[src/rtl/pico_pkg.sv]
// Shared pico core types: decoder PC modes, PC-stage state encoding and
// default widths used by the program-counter stage.
package pico_pkg;

  localparam int PC_W_DEFAULT  = 8;
  localparam int OFS_W_DEFAULT = 6;

  typedef enum logic [1:0] {
    INCREMENT  = 2'd0,
    RELATIVE   = 2'd1,
    SUBROUTINE = 2'd2,
    RETURN     = 2'd3
  } modePC;

  typedef enum logic {
    S_RUN    = 1'b0,
    S_HALTED = 1'b1
  } pcState;

endpackage

[src/rtl/pc_ctrl_ret_stack.sv]
// Return-address LIFO. When full, a push overwrites the oldest entry so the
// most recent DEPTH return addresses are always kept.
module ret_stack #(
  parameter int DEPTH = 4,
  parameter int W     = 8
) (
  input  logic                       clk_i,
  input  logic                       rst_i,
  input  logic                       push_i,
  input  logic                       pop_i,
  input  logic [W-1:0]               din_i,
  output logic [W-1:0]               dout_o,
  output logic [$clog2(DEPTH):0]     count_o,
  output logic                       full_o,
  output logic                       empty_o
);

  localparam int PTR_W = $clog2(DEPTH);
  localparam int CNT_W = PTR_W + 1;

  logic [W-1:0]     mem_r [DEPTH];
  logic [PTR_W-1:0] top_r;
  logic [PTR_W-1:0] top_dec_s;
  logic [CNT_W-1:0] count_r;

  // top_r points at the next free slot; it wraps, which gives the overwrite
  assign top_dec_s = top_r - PTR_W'(1);
  assign dout_o    = mem_r[top_dec_s];
  assign count_o   = count_r;
  assign full_o    = (count_r == CNT_W'(DEPTH));
  assign empty_o   = (count_r == {CNT_W{1'b0}});

  // Stack storage, pointer and occupancy
  always_ff @(posedge clk_i) begin
    if (rst_i) begin
      top_r   <= {PTR_W{1'b0}};
      count_r <= {CNT_W{1'b0}};
      for (int i = 0; i < DEPTH; i++) begin
        mem_r[i] <= {W{1'b0}};
      end
    end else if (push_i) begin
      mem_r[top_r] <= din_i;
      top_r        <= top_r + PTR_W'(1);
      if (!full_o) begin
        count_r <= count_r + CNT_W'(1);
      end else begin
        count_r <= count_r;
      end
    end else if (pop_i && !empty_o) begin
      top_r   <= top_dec_s;
      count_r <= count_r - CNT_W'(1);
    end else begin
      top_r   <= top_r;
      count_r <= count_r;
    end
  end

endmodule

[src/rtl/pc_ctrl.sv]
// Program-counter stage: next-PC selection, return-address stack and run/halt
// state. Define PC_STACK_FAULT_HALT_EN to halt on stack overflow/underflow.
module pc_ctrl
  import pico_pkg::*;
#(
  parameter int              PC_W        = PC_W_DEFAULT,
  parameter int              STACK_DEPTH = 4,
  parameter logic [PC_W-1:0] RESET_VEC   = {PC_W{1'b0}},
  parameter int              OFS_W       = OFS_W_DEFAULT
) (
  input  logic                         clk_i,
  input  logic                         rst_i,
  input  logic                         stall_i,
  input  modePC                        mode_pc_i,
  input  logic [OFS_W-1:0]             offset_i,
  input  logic [PC_W-1:0]              target_i,
  input  logic                         halt_core_i,
  input  logic                         wfi_core_i,
  output logic [PC_W-1:0]              pc_o,
  output logic                         halted_o,
  output logic [$clog2(STACK_DEPTH):0] sp_o,
  output logic                         stk_ovf_o,
  output logic                         stk_unf_o
);

  pcState          state_r;
  pcState          state_next;
  logic [PC_W-1:0] pc_r;
  logic [PC_W-1:0] pc_next;
  logic [PC_W-1:0] pc_inc_s;
  logic [PC_W-1:0] pc_rel_s;
  logic [PC_W-1:0] stk_dout_s;
  logic            push_s;
  logic            pop_s;
  logic            stk_full_s;
  logic            stk_empty_s;
  logic            ovf_set_s;
  logic            unf_set_s;
  logic            halted_r;
  logic            ovf_r;
  logic            unf_r;

  assign pc_inc_s = pc_r + PC_W'(1);
  assign pc_rel_s = pc_r + PC_W'($signed(offset_i));

  ret_stack #(
    .DEPTH (STACK_DEPTH),
    .W     (PC_W)
  ) u_ret_stack (
    .clk_i   (clk_i),
    .rst_i   (rst_i),
    .push_i  (push_s),
    .pop_i   (pop_s),
    .din_i   (pc_inc_s),
    .dout_o  (stk_dout_s),
    .count_o (sp_o),
    .full_o  (stk_full_s),
    .empty_o (stk_empty_s)
  );

  // Next-state / next-PC: stall > halt > wfi > mode
  always_comb begin
    state_next = state_r;
    pc_next    = pc_r;
    push_s     = 1'b0;
    pop_s      = 1'b0;
    ovf_set_s  = 1'b0;
    unf_set_s  = 1'b0;
    case (state_r)
      S_RUN: begin
        if (stall_i) begin
          pc_next = pc_r;
        end else if (halt_core_i) begin
          state_next = S_HALTED;
        end else if (wfi_core_i) begin
          pc_next = pc_r;
        end else begin
          case (mode_pc_i)
            INCREMENT: pc_next = pc_inc_s;
            RELATIVE:  pc_next = pc_rel_s;
            SUBROUTINE: begin
              if (stk_full_s) begin
                ovf_set_s = 1'b1;
`ifdef PC_STACK_FAULT_HALT_EN
                state_next = S_HALTED;
`else
                push_s  = 1'b1;
                pc_next = target_i;
`endif
              end else begin
                push_s  = 1'b1;
                pc_next = target_i;
              end
            end
            RETURN: begin
              if (stk_empty_s) begin
                unf_set_s = 1'b1;
`ifdef PC_STACK_FAULT_HALT_EN
                state_next = S_HALTED;
`else
                pc_next = RESET_VEC;
`endif
              end else begin
                pop_s   = 1'b1;
                pc_next = stk_dout_s;
              end
            end
            default: pc_next = pc_r;
          endcase
        end
      end
      S_HALTED: state_next = S_HALTED;
      // an illegal encoding parks the core until reset
      default:  state_next = S_HALTED;
    endcase
  end

  // State, PC and sticky fault flags
  always_ff @(posedge clk_i) begin
    if (rst_i) begin
      state_r  <= S_RUN;
      pc_r     <= RESET_VEC;
      halted_r <= 1'b0;
      ovf_r    <= 1'b0;
      unf_r    <= 1'b0;
    end else begin
      state_r  <= state_next;
      pc_r     <= pc_next;
      halted_r <= (state_next == S_HALTED);
      ovf_r    <= ovf_r | ovf_set_s;
      unf_r    <= unf_r | unf_set_s;
    end
  end

  assign pc_o      = pc_r;
  assign halted_o  = halted_r;
  assign stk_ovf_o = ovf_r;
  assign stk_unf_o = unf_r;

endmodule
[config.mk]
export PLATFORM = sky130hd
export DESIGN_NAME = pc_ctrl
export DESIGN_NICKNAME = d
export VERILOG_FILES = /design/src/rtl/pico_pkg.sv /design/src/rtl/pc_ctrl_ret_stack.sv /design/src/rtl/pc_ctrl.sv
export SDC_FILE = /design/constraint.sdc
export NUM_CORES = 1
export LEC_CHECK = 0
export CORE_MARGIN = 2
export CORE_UTILIZATION = 35
export DETAILED_ROUTE_END_ITERATION = 10
export PLACE_DENSITY_LB_ADDON = 0.1
export SLEW_MARGIN = 30
export SYNTH_ARGS = -nofsm -noshare
export SYNTH_HDL_FRONTEND = slang
export SYNTH_HIERARCHICAL = 1
export SYNTH_SLANG_ARGS = --single-unit
export TNS_END_PERCENT = 50
[constraint.sdc]
create_clock -name clk_i -period 3.86 [get_ports clk_i]
set_clock_uncertainty 0.15 [all_clocks]
set_input_delay 1.158 -clock clk_i [delete_from_list [all_inputs] [get_ports clk_i]]
set_output_delay 1.158 -clock clk_i [all_outputs]
set_load 0.01 [all_outputs]
==> impl_metrics.env, run 1 <==
export IMPL_rsz0062_at_grt="false"
export IMPL_firstDrtPassIters=4
export IMPL_path_class="in2reg"
export IMPL_overflow=0
export IMPL_drtIter0Drc=65
export IMPL_syn_inst=267
export IMPL_power_frac_clock_pct=35.2
export IMPL_p_sw_share_pct=24.2
export IMPL_finalCoreUtilization_pct=43.9
export IMPL_ys_warn_count=6
export IMPL_route_detailed_drc=0
export IMPL_syn_num_nets=298
export IMPL_end_kind="flop"
export IMPL_clk_pin_slew_ps=100
export IMPL_p_int_w=0.000825
export IMPL_antenna_found_initial=0
export IMPL_syn_area_sq_um=2780
export IMPL_p_leak_nw=1.30
export IMPL_wl_per_cell_um=16.3
export IMPL_pwr_share_comb_pct=12.2
export IMPL_finalSetupViolations=0
export IMPL_cp_data_required_time_ps=3940
export IMPL_timing_slew_headroom_pct=63.9
export IMPL_rows=32
export IMPL_io_pins=35
export IMPL_post_dp_hpwl_um=4900
export IMPL_antenna_cells=0
export IMPL_postCtsHoldBufs=0
export IMPL_place_congestion=0.799
export IMPL_finalCriticalPeriod_ps=3430
export IMPL_wirelength_um=6700
export IMPL_status="finished, final reports clean"
export IMPL_seq_power_share_pct=52.6
export IMPL_maxCapViolCount=0
export IMPL_synth_ff_type="edfxtp_1"
export IMPL_arrival_ps=3510
export IMPL_power_switching_w=0.000264
export IMPL_start_util_pct=36.0
export IMPL_cp_start_kind="primary input"
export IMPL_grt_max_degree=20
export IMPL_synth_seq_cells=48
export IMPL_syn_area_per_cell_sq_um=10.4
export IMPL_worstMarginPinSlew_ps=540
export IMPL_fp_coreArea_sq_um=7730
export IMPL_period_share_pct=88.9
export IMPL_postCtsSetupBuffers=0
export IMPL_async_flop_share_pct=0
export IMPL_synth_area_leader_cell="edfxtp_1"
export IMPL_numCtsBuffers=5
export IMPL_path_max_fanout=4
export IMPL_worstSkewPairLatency_ps=310
export IMPL_cts_resized_gates=0
export IMPL_vias_per_cell=5.09
export IMPL_fin_tns_setup_ps=0
export IMPL_num_fill_cells=742
export IMPL_synthTopCellsByCount="40 x nor2_1, 32 x edfxtp_1, 21 x nand2_1"
export IMPL_cts_root_buf="clkbuf_8"
export IMPL_first_global_vias=2156
export IMPL_syn2layout_area_growth_pct=22.1
export IMPL_seq_area_frac_synth_pct=46.1
export IMPL_dieWidth_um=93.1
export IMPL_timing_fmax_ghz=0.291
export IMPL_hold_class="reg2reg"
export IMPL_grt_first_pass_wirelength_um=10800
export IMPL_gr_usage_all_layers_pct=16.2
export IMPL_cts_sinks=48
export IMPL_ys_types=55
export IMPL_synthTopCellsByArea="edfxtp_1 35%, dfxtp_1 12%, mux4_2 6.5%"
export IMPL_port_buffers=34
export IMPL_peakVddDrop_mv=0.203
export IMPL_yosysMostFrequentCell="nor2_1"
export IMPL_netlist_area_leader_share_pct=34.6
export IMPL_nets=339
export IMPL_fp_dieH_um=93.1
export IMPL_tritoncts="done"
export IMPL_reg2reg_slack_ps=1340
export IMPL_place_area_sq_um=3280
export IMPL_layout_setup_ws_ps=428
export IMPL_power_density_nw_per_um2=321
export IMPL_hold_viol=0
export IMPL_drive_gt1_share_pct=14.2
export IMPL_clockBufferDepth=2
export IMPL_synth_edf_count=32
export IMPL_route_vias_total=2090
export IMPL_dieArea_sq_um=8670
export IMPL_fin_area_sq_um=3390
export IMPL_ant_nets=0
export IMPL_preCtsSetupSlack_ps=120
export IMPL_htreeDepth=2
export IMPL_drv_slew=0
-- placed cells by master, fill, tap and decap left out, types with 6 or more instances in the layout --
master           synthesis  final
mux4_2                   8      8
xnor2_1                  6      6
xor2_1                   9      9
dfxtp_1                 16     16
inv_1                   15     15
a21oi_1                 14     14
buf_4                    0     16
nor3_1                   6      6
nor2_1                  40     40
clkdlybuf4s50_1          0     34
ha_1                     8      8
nand2_1                 21     21
edfxtp_1                32     32
-- registers in the layout, indices dropped and copies added, names as in the netlist --
signal	flops
u_ret_stack/top_r	2
u_ret_stack/count_o	3
stk_ovf_o	1
pc_o	8
u_ret_stack/mem_r	32
stk_unf_o	1
halted_o	1
-- per-stage QoR --
| stage | power, W | hold WS [ps] | std cells |
|---|---|---|---|
| finish | 0.00109 | 348 | 411 |
| detailed placement | 0.000718 | 324 | 403 |
| global route | 0.00113 | 391 | 411 |
| floorplan | 0.000657 | 352 | 267 |
| global placement | 0.000719 | 314 | 403 |
| CTS | 0.00110 | 352 | 411 |
-- power groups by stage --
stage / registers, W / clock network [W] / logic, W
after floorplan: 0.000584 / 0 / 0.0000726
after global placement: 0.000585 / 0 / 0.000134
after detailed placement: 0.000585 / 0 / 0.000133
after CTS: 0.000573 / 0.000395 / 0.000134
after global routing: 0.000576 / 0.000412 / 0.000145
final: 0.000573 / 0.000384 / 0.000133
-- logic make-up after synthesis --
group	after synthesis	synth area share [%]
fa+ha+maj	10	5.04
simple gates	94	15.7
xor+xnor	15	4.73
compound gates	59	15.6
mux	10	7.25
buf+inv	31	5.54
flops	48	46.1
-- critical path, cell delays in order --
cell	delay, ps
clkdlybuf4s50_1	460
or4_4	510
nor2_1	150
inv_1	120
fa_1	490
or3_1	410
a221oi_2	220
-- layer usage --
layer	global-route usage (%)	share of wire (%)	vias to the layer above
met1	20.9	46	986
li1	-	-	1050
met2	27.6	48	42
met3	3.22	3.7	12
met5	0	0	-
met4	5.15	2.0	0
-- cell type report --
class	count	area, sq um	share of cell area [%]
Tap cell	102	128	3.76
Sequential cell	48	1280	37.8
Clock inverter	3	47.5	1.40
Multi-Input combinational cell	188	1350	39.8
Inverter	15	56.3	1.66
Clock buffer	5	68.8	2.03
Timing Repair Buffer	50	460	13.6
-- worst paths after layout --
path                    start                      to  cells after the start
setup / recovery  halt_core_i  u_ret_stack/count_o[2]                      7
hold / removal      stk_ovf_o               stk_ovf_o                      2
setup reg to reg     halted_o  u_ret_stack/count_o[2]                      6
hold reg to reg     stk_ovf_o               stk_ovf_o                      2
Note: power is estimated with default switching activity, not from simulation.
==> run 2: changes to the inputs <==
--- a/config.mk
+++ b/config.mk
@@ -5,8 +5,10 @@
 export SDC_FILE = /design/constraint.sdc
 export NUM_CORES = 1
 export LEC_CHECK = 0
+export ABC_AREA = 1
 export CORE_MARGIN = 2
 export CORE_UTILIZATION = 35
+export CTS_CLUSTER_DIAMETER = 120
 export DETAILED_ROUTE_END_ITERATION = 10
 export PLACE_DENSITY_LB_ADDON = 0.1
 export SLEW_MARGIN = 30
==> run 2 against run 1 <==
  * Wire length up 2.6%
  * Fmax up 3.6%
  * Worst setup slack better by 120 ps
  * Highest routed layer unchanged
  * First-iteration DRC count grew 60%
  * Via count rose by 16%
==> impl_metrics.env, run 2 <==
export IMPL_fp_dieH_um=95.6
export IMPL_arrival_ps=3370
export IMPL_fp_coreArea_sq_um=8180
export IMPL_hold_class="reg2reg"
export IMPL_htreeDepth=2
export IMPL_vias_per_cell=4.70
export IMPL_power_density_nw_per_um2=330
export IMPL_dieArea_sq_um=9140
export IMPL_port_buffers=34
export IMPL_timing_fmax_ghz=0.302
export IMPL_fin_tns_setup_ps=0
export IMPL_place_congestion=0.810
export IMPL_cts_sinks=48
export IMPL_syn_area_sq_um=2940
export IMPL_io_pins=35
export IMPL_final_cell_mix="104 x nand2_1, 41 x inv_1, 34 x clkdlybuf4s50_1, 32 x edfxtp_1, 28 x nor2_1"
export IMPL_peakVddDrop_mv=0.170
export IMPL_timing_slew_headroom_pct=62.5
export IMPL_cts_resized_gates=0
export IMPL_synth_ff_type="edfxtp_1"
export IMPL_postCtsHoldBufs=0
export IMPL_first_global_vias=2415
export IMPL_firstDrtPassIters=4
export IMPL_seq_area_frac_synth_pct=43.6
export IMPL_finalCoreUtilization_pct=43.3
export IMPL_netlist_area_leader_share_pct=32.7
export IMPL_antenna_cells=0
export IMPL_yosysMostFrequentCell="nand2_1"
export IMPL_drtIter0Drc=104
export IMPL_synth_seq_cells=48
export IMPL_cts_root_buf="clkbuf_8"
export IMPL_maxCapViolCount=0
export IMPL_synthTopCellsByArea="edfxtp_1 33%, nand2_1 13%, dfxtp_1 11%"
export IMPL_grt_max_degree=17
export IMPL_syn_area_per_cell_sq_um=8.02
export IMPL_synth_edf_count=32
export IMPL_end_kind="flop"
export IMPL_regMostFlops="u_ret_stack/mem_r"
export IMPL_ys_types=34
export IMPL_dieWidth_um=95.6
export IMPL_synth_area_leader_cell="edfxtp_1"
export IMPL_status="finished, final reports clean"
export IMPL_path_class="in2reg"
export IMPL_rows=33
export IMPL_clk_pin_slew_ps=100
export IMPL_grt_first_pass_wirelength_um=11500
export IMPL_rsz0062_at_grt="false"
export IMPL_largest_reg_flops=32
export IMPL_async_flop_share_pct=0
export IMPL_nets=439
export IMPL_drv_slew=0
export IMPL_syn_inst=366
export IMPL_cp_data_required_time_ps=3920
export IMPL_syn_num_nets=397
export IMPL_period_share_pct=85.8
export IMPL_finalCriticalPeriod_ps=3310
export IMPL_clockBufferDepth=2
export IMPL_numCtsBuffers=5
export IMPL_place_area_sq_um=3400
export IMPL_finalSetupViolations=0
export IMPL_synthTopCellsByCount="104 x nand2_1, 41 x inv_1, 32 x edfxtp_1"
export IMPL_holdWs_ps=343
export IMPL_fin_area_sq_um=3540
export IMPL_start_util_pct=35.9
export IMPL_antenna_found_initial=0
export IMPL_fin_cells=514
export IMPL_gr_usage_all_layers_pct=16.5
export IMPL_ys_warn_count=6
export IMPL_syn2layout_area_growth_pct=20.7
export IMPL_final_common_cell="nand2_1"
export IMPL_ant_nets=0
export IMPL_p_leak_nw=1.43
export IMPL_wl_per_cell_um=13.4
export IMPL_drive_gt1_share_pct=16.1
export IMPL_postCtsSetupBuffers=0
export IMPL_hold_viol=0
export IMPL_worstMarginPinSlew_ps=562
export IMPL_wirelength_um=6880
export IMPL_overflow=0
export IMPL_post_dp_hpwl_um=5500
export IMPL_route_detailed_drc=0
export IMPL_cp_start_kind="primary input"
export IMPL_tritoncts="done"
export IMPL_route_vias_total=2416
export IMPL_place_inst=506
export IMPL_path_max_fanout=12
export IMPL_worstSkewPairLatency_ps=300
==> run 2: cell count changes after synthesis, sizes merged, moves of 6 or more <==
| cell | delta |
|---|---|
| nand2 | +83 |
| mux4 | -8 |
| inv | +44 |
| nor2 | +12 |
| nand3 | +25 |
| buf | -10 |
| a211oi | -6 |
==> run 2: cells by family after synthesis <==
logic type	count (synthesis)	synth area share [%]
AO/OA/AOI/OAI	42	8.52
XOR/XNOR	5	1.49
adder cells (fa/ha/maj)	10	4.77
buffers and inverters	64	9.33
flip-flops	48	43.6
AND/OR/NAND/NOR	197	32.2
==> run 2: power breakdown <==
part | internal [W] | switching (W) | leakage [nW]
logic | 0.0000635 | 0.0000840 | 0.896
clock network | 0.000261 | 0.000185 | 0.0687
registers | 0.000563 | 0.0000112 | 0.460
==> run 2: stage by stage <==
step / setup slack (ps) / total power (W)
floorplan: 667 / 0.000671
global placement: 274 / 0.000735
detailed placement: 224 / 0.000735
CTS: 534 / 0.00118
global route: 308 / 0.00122
finish: 547 / 0.00117
==> run 2: cell type report <==
class / count / area, sq um
timing repair buffer: 40 / 385
multi-input combinational: 254 / 1380
inverter: 59 / 226
clock inverter: 3 / 68.8
tap: 105 / 131
clock buffer: 5 / 68.8
fill: 852 / 4630
sequential: 48 / 1280
==> run 2: worst max-delay path, cell delays in order <==
cell and delay [ps]:
clkdlybuf4s50_1 550, inv_2 110, nor2_1 280, inv_1 110
nor2_2 160, inv_2 130, fa_1 450, nand2_1 100
nand2_1 50, nand2_1 60, nand2_1 50, a21oi_1 110
nor2_1 40
==> run 2: path summary, 6_finish.rpt <==
| kind | slack, ps | cells past startpoint | to | from |
|---|---|---|---|---|
| max reg2reg | 1670 | 11 | u_ret_stack/count_o[2] | halted_o |
| min reg2reg | 340 | 2 | stk_ovf_o | stk_ovf_o |
| min | 340 | 2 | stk_ovf_o | stk_ovf_o |
| max | 550 | 13 | u_ret_stack/count_o[2] | mode_pc_i[1] |
==> run 2: per-layer routing <==
metal  track usage (%)  routed length (um)
met5                 0                   0
met4              4.40                  90
met3              3.40                 328
met2              26.5                3160
met1              22.5                3300
